### src/rtl/trgg_cmd_rx.sv
// Command framer for the trigger generator: HEAD + 5 payload bytes + XOR checksum -> 40-bit trgg_cmd, then fs/fd handshake.
// Latency: trgg_cmd valid the cycle after the checksum byte; fs rises the cycle after that.
// Backpressure: none on the byte stream; bytes arriving while busy are dropped and flagged as overrun.
//
// Ports:
//   clk, rst          clock, asynchronous active-high reset
//   rx_data/rx_valid  byte stream from the host link (bit 0 = MSB), one-cycle strobe per byte
//   trgg_cmd          latched command, [0:7] mode, [8:39] delay
//   fs / fd           start request out / done acknowledge in
//   busy              high in LOAD, WORK and DONE
//   err / err_code    one-cycle error pulse; code 01 checksum, 10 timeout, 11 overrun
module trgg_cmd_rx #(
    parameter logic [7:0] HEAD    = 8'hA5,
    parameter int         TIMEOUT = 1000,
    parameter int         TW      = 16
) (
    input  logic        clk,
    input  logic        rst,
    input  logic [0:7]  rx_data,
    input  logic        rx_valid,
    output logic [0:39] trgg_cmd,
    output logic        fs,
    input  logic        fd,
    output logic        busy,
    output logic        err,
    output logic [0:1]  err_code
);

    typedef enum logic [2:0] {
        IDLE = 3'd0,
        PAY  = 3'd1,
        CHK  = 3'd2,
        LOAD = 3'd3,
        WORK = 3'd4,
        DONE = 3'd5
    } state_t;

    localparam logic [1:0] CODE_CHK = 2'b01;
    localparam logic [1:0] CODE_TO  = 2'b10;
    localparam logic [1:0] CODE_OVR = 2'b11;

    // Counter value seen during the last allowed idle cycle; an idle cycle
    // observed at this value is the one that makes the count reach TIMEOUT.
    localparam logic [TW-1:0] TO_LAST = TW'(TIMEOUT - 1);

    state_t        state, state_nx;
    logic [2:0]    byte_cnt, byte_cnt_nx;
    logic [TW-1:0] to_cnt, to_cnt_nx;
    logic [0:39]   shreg, shreg_nx;
    logic [0:7]    xor_acc, xor_nx;
    logic [0:39]   cmd_nx;
    logic          err_nx;
    logic [0:1]    code_nx;

    // fs and busy are pure decodes of the state register, so an asynchronous
    // reset drops them in the same instant it forces IDLE.
    assign busy = (state == LOAD) || (state == WORK) || (state == DONE);
    assign fs   = (state == WORK);

    always_comb begin
        state_nx    = state;
        byte_cnt_nx = byte_cnt;
        to_cnt_nx   = to_cnt;
        shreg_nx    = shreg;
        xor_nx      = xor_acc;
        cmd_nx      = trgg_cmd;
        err_nx      = 1'b0;
        code_nx     = err_code;

        // Overrun: byte is dropped, FSM progress below is unaffected.
        if (rx_valid && busy) begin
            err_nx  = 1'b1;
            code_nx = CODE_OVR;
        end

        case (state)
            IDLE: begin
                // Anything other than HEAD is line noise between frames.
                if (rx_valid && (rx_data == HEAD)) begin
                    state_nx    = PAY;
                    byte_cnt_nx = 3'd0;
                    xor_nx      = 8'h00;
                    to_cnt_nx   = '0;
                end
            end

            PAY: begin
                // HEAD values are ordinary payload here; no resync.
                if (rx_valid) begin
                    shreg_nx    = {shreg[8:39], rx_data};
                    xor_nx      = xor_acc ^ rx_data;
                    byte_cnt_nx = byte_cnt + 3'd1;
                    to_cnt_nx   = '0;
                    if (byte_cnt == 3'd4) begin
                        state_nx = CHK;
                    end
                end else if (to_cnt == TO_LAST) begin
                    err_nx    = 1'b1;
                    code_nx   = CODE_TO;
                    to_cnt_nx = '0;
                    state_nx  = IDLE;
                end else begin
                    to_cnt_nx = to_cnt + TW'(1);
                end
            end

            CHK: begin
                if (rx_valid) begin
                    to_cnt_nx = '0;
                    if (rx_data == xor_acc) begin
                        // Command is registered on the way into LOAD so it is
                        // already visible during the LOAD cycle, one cycle
                        // ahead of fs.
                        cmd_nx   = shreg;
                        state_nx = LOAD;
                    end else begin
                        err_nx   = 1'b1;
                        code_nx  = CODE_CHK;
                        state_nx = IDLE;
                    end
                end else if (to_cnt == TO_LAST) begin
                    err_nx    = 1'b1;
                    code_nx   = CODE_TO;
                    to_cnt_nx = '0;
                    state_nx  = IDLE;
                end else begin
                    to_cnt_nx = to_cnt + TW'(1);
                end
            end

            LOAD: begin
                state_nx = WORK;
            end

            WORK: begin
                if (fd) begin
                    state_nx = DONE;
                end
            end

            DONE: begin
                if (!fd) begin
                    state_nx = IDLE;
                end
            end

            default: begin
                state_nx = IDLE;
            end
        endcase
    end

    always_ff @(posedge clk or posedge rst) begin
        if (rst) begin
            state    <= IDLE;
            byte_cnt <= 3'd0;
            to_cnt   <= '0;
            shreg    <= '0;
            xor_acc  <= 8'h00;
            trgg_cmd <= '0;
            err      <= 1'b0;
            err_code <= 2'b00;
        end else begin
            state    <= state_nx;
            byte_cnt <= byte_cnt_nx;
            to_cnt   <= to_cnt_nx;
            shreg    <= shreg_nx;
            xor_acc  <= xor_nx;
            trgg_cmd <= cmd_nx;
            err      <= err_nx;
            err_code <= code_nx;
        end
    end

endmodule

### config.mk
export PLATFORM = sky130hd
export DESIGN_NAME = trgg_cmd_rx
export DESIGN_NICKNAME = d
export VERILOG_FILES = /design/src/rtl/trgg_cmd_rx.sv
export SDC_FILE = /design/constraint.sdc
export NUM_CORES = 1
export LEC_CHECK = 0
export BUFFER_PORTS_ARGS = -buffer_cell sky130_fd_sc_hd__buf_4
export CAP_MARGIN = 10
export CORE_MARGIN = 2
export CORE_UTILIZATION = 28
export CTS_CLUSTER_DIAMETER = 80
export DETAILED_ROUTE_END_ITERATION = 10
export SLEW_MARGIN = 20
export SYNTH_ARGS = -nofsm -noshare
export SYNTH_HDL_FRONTEND = slang
export SYNTH_SLANG_ARGS = --single-unit
### constraint.sdc
create_clock -name clk -period 8.29 [get_ports clk]
set_input_delay 1.658 -clock clk [delete_from_list [all_inputs] [get_ports clk]]
set_output_delay 1.658 -clock clk [all_outputs]
set_load 0.005 [all_outputs]
==> summary.md <==
| Metric | Value |
|---|---|
| Via density | `4.67` |
| Critical path class | `in2reg` |
| Die area | `0.0195 mm2` |
| Overall Global Routing Usage | `12.1%` |
| Hold Buf Count CTS | `0` |
| N_diodes | `0` |
| Largest net degree at the start of global routing | `between 60 and 70` |
| Setup bufs post-CTS | `0` |
| I/O pins | `57` |
| WHS Path Cells | `2` |
| Via count | `between 3000 and 4000` |
| Most common cell after layout, fill and taps aside | `nand2_1` |
| Gpl congestion | `0.828` |
| Worst slew pin tran | `948 ps` |
| DP Wirelength | `7.20 mm` |
| F_max | `315 MHz` |
| Post-synth ARST share | `100%` |
| Fill cell count | `around 1800` |
| Seq cells post-synth | `113` |
| Peak supply drop | `197 uV` |
| Core Box Area | `0.0180 mm2` |
| Port Buf Inserts | `56` |
| Post-Syn Instances | `about 480` |
| Register area share after synthesis | `54.9%` |
| Worst Slack Setup Final | `5120 ps` |
| Worst-path clk slew | `50 ps` |
| Fin. max-slew vios | `0` |
| Crit. End Element | `flop` |
| RSZ-0062 raised after global routing | `no` |
| Critical Path AT | `~3500 ps` |
| Status | `completed` |
| Final worst path period share | `38.3%` |
| Syn-to-layout area delta | `23.7%` |
| R2R Setup Slk | `5800 ps` |
| Syn_area_per_cell | `10.7 um2` |
| End of the worst hold path | `shreg[4]` |
| CTS sink count | `113` |
| Leakage | `3.18 nW` |
| CTS tree | `done` |
| Initial core utilization | `between 20% and 30%` |
| Critical-path cell list | `buf_4, xnor2_1, nand4_1, or4_2, buf_4, mux2_4` |
| Post-synth top flop | `dfrtp_1` |
| Drt pass-1 iters | `5` |
| Die width | `around 140 um` |
| Worst skew pair latency | `410 ps` |
| Die height | `140 um` |
| Final Skew | `about 8.6 ps` |
| Reg2reg path depth | `6` |
| Minimum clock period | `3170 ps` |
| Max Cap Viol | `0` |
| Final WL | `11.1 mm` |
| Ratio of cells with drive above 1 in the final layout | `between 20% and 30%` |
| Final setup fails | `0` |
| Post-CTS sizing | `0` |
| Mapped Nets | `497` |
| Commonest cells after routing, fill and taps aside | `nand2_1, dfrtp_1, buf_4, mux2_4, a21oi_1` |
| Relative slew slack | `36.8%` |
| Site Rows | `49` |
| H-tree Lvls | `4` |
| Root buffer cell | `clkbuf_16` |
| Maximum clock insertion buffer count | `2` |
| Most used cell, CP | `buf_4` |
| CP peak stage delay | `610 ps` |
| Total grt overflow | `0` |
| Post-route ant nets | `0` |
| Vias in the first global route | `3719` |
| Power, Total | `~2.0 mW` |
| Antenna violations before repair | `0` |
| Min-Delay Startpoint | `shreg[4]` |
| Accumulated negative setup slack | `0 ps` |
| First-pass GRT wire length | `~19 mm` |
| Worst r2r src | `to_cnt[0]` |
| Mapped cell area | `about 0.0052 mm2` |
| Crit Path Max Fanout | `41` |
| PD cells | `between 300 and 400 mW/mm2` |
| Setup crit start kind | `primary input` |
| WP data required | `8580 ps` |
| Critical path's slowest cell | `or4_2` |
| Post-route DRC | `0` |
| Final net count | `551` |
| CTS Buf Count | `17` |
| Count of different cell masters after synthesis | `47` |
| Fin. Hold Viols | `0` |
| HP Class | `reg2reg` |
| Avg WL per Cell | `roughly 14 um` |
| DR iter-0 viols | `271` |
| Number of synthesized flops with an enable pin | `0` |
| Syn. warnings | `0` |
| Worst r2r dst | `to_cnt[3]` |
| Post-Place Worst Slack | `approximately 4700 ps` |
-- per-stage QoR --
step	cells	cell area, um2	hold slack [ps]	util [%]
after global placement	746	5710	463	31.7
after CTS	778	6380	483	35.4
after detailed placement	746	5710	469	31.7
final	778	6380	478	35.4
after global routing	778	6380	516	35.4
after floorplan	482	5150	446	-
-- worst max path at each step --
stage / startpoint / endpoint / slack, ps / cells past startpoint
after floorplan: rst / byte_cnt[0] / 3640 / 1
after global placement: rx_data[0] / state[0] / 4700 / 7
after detailed placement: rx_data[2] / state[0] / 4690 / 7
after CTS: rx_data[6] / state[0] / 5130 / 7
after global routing: rx_data[2] / state[0] / 5030 / 7
final: rx_data[6] / trgg_cmd[7] / 5120 / 6
-- routing by layer --
layer,vias up,global-route usage [%],routed length (um)
met2,79,18.2,5080
met4,0,3.74,117
met3,10,3.82,531
met1,1797,16.6,5420
li1,1751,-,-
met5,-,0,0
-- sequential cells by signal, summed over array words and instances (netlist names) --
signal,cells
trgg_cmd,40
state,3
err_code,2
err,1
shreg,40
byte_cnt,3
to_cnt,16
xor_acc,8
-- cell families (layout without fill, tap and decap cells) --
kind of cell / Yosys count / in the layout / synth area share (%)
flops: 113 / 113 / 54.9
compound gates: 81 / 81 / 9.10
xor+xnor: 9 / 9 / 1.53
simple gates: 198 / 198 / 17.5
mux: 40 / 40 / 11.7
buf+inv: 38 / 105 / 4.61
fa+ha+maj: 3 / 3 / 0.728
-- cell type report --
| class | count | area, um2 | share of cell area (%) |
|---|---|---|---|
| Clock buffer | 20 | 467 | 7.32 |
| Clock inverter | 12 | 204 | 3.20 |
| Inverter | 13 | 51.3 | 0.804 |
| Multi-Input combinational cell | 331 | 2090 | 32.8 |
| Sequential cell | 113 | 2830 | 44.3 |
| Tap cell | 229 | 287 | 4.49 |
| Timing Repair Buffer | 60 | 450 | 7.06 |
-- report_power, final --
part,total [mW],leakage [nW],internal [mW],switching (mW)
clock network,0.823,0.319,0.558,0.265
logic,0.428,1.36,0.166,0.262
registers,0.790,1.50,0.675,0.114
total,2.04,3.18,1.40,0.641
-- cells in the mapped netlist, types with 2 or more instances --
| cell type | count | area (um2) |
|---|---|---|
| xnor2_1 | 8 | 70.1 |
| o21ai_1 | 6 | 30.0 |
| and2_1 | 4 | 25.0 |
| clkbuf_1 | 12 | 45.0 |
| o21a_1 | 8 | 60.1 |
| ha_1 | 3 | 37.5 |
| buf_12 | 4 | 80.1 |
| nand4_1 | 5 | 31.3 |
| a21o_1 | 4 | 30.0 |
| a21oi_1 | 30 | 150 |
| nand2_1 | 138 | 518 |
| nand3b_1 | 3 | 22.5 |
| nor2_1 | 7 | 26.3 |
| or3_1 | 6 | 37.5 |
| dfrtp_1 | 113 | 2830 |
| a31oi_1 | 2 | 12.5 |
| buf_2 | 6 | 30.0 |
| o31ai_1 | 2 | 15.0 |
| nor4_1 | 4 | 25.0 |
| inv_1 | 11 | 41.3 |
| nand3_1 | 10 | 50.1 |
| nor3_1 | 5 | 25.0 |
| inv_2 | 2 | 7.51 |
| or2_2 | 3 | 18.8 |
| or4_1 | 2 | 15.0 |
| buf_6 | 3 | 33.8 |
| mux2_4 | 40 | 601 |
| o21ai_0 | 21 | 105 |
| a211oi_1 | 2 | 15.0 |
-- critical path: cells and delay by family --
family	cells	cell delay [ps]
multiplexers	1	390
AND/OR/NAND/NOR	2	730
buffers and inverters	2	490
XOR/XNOR	1	140
(Power assumes the default switching activity.)
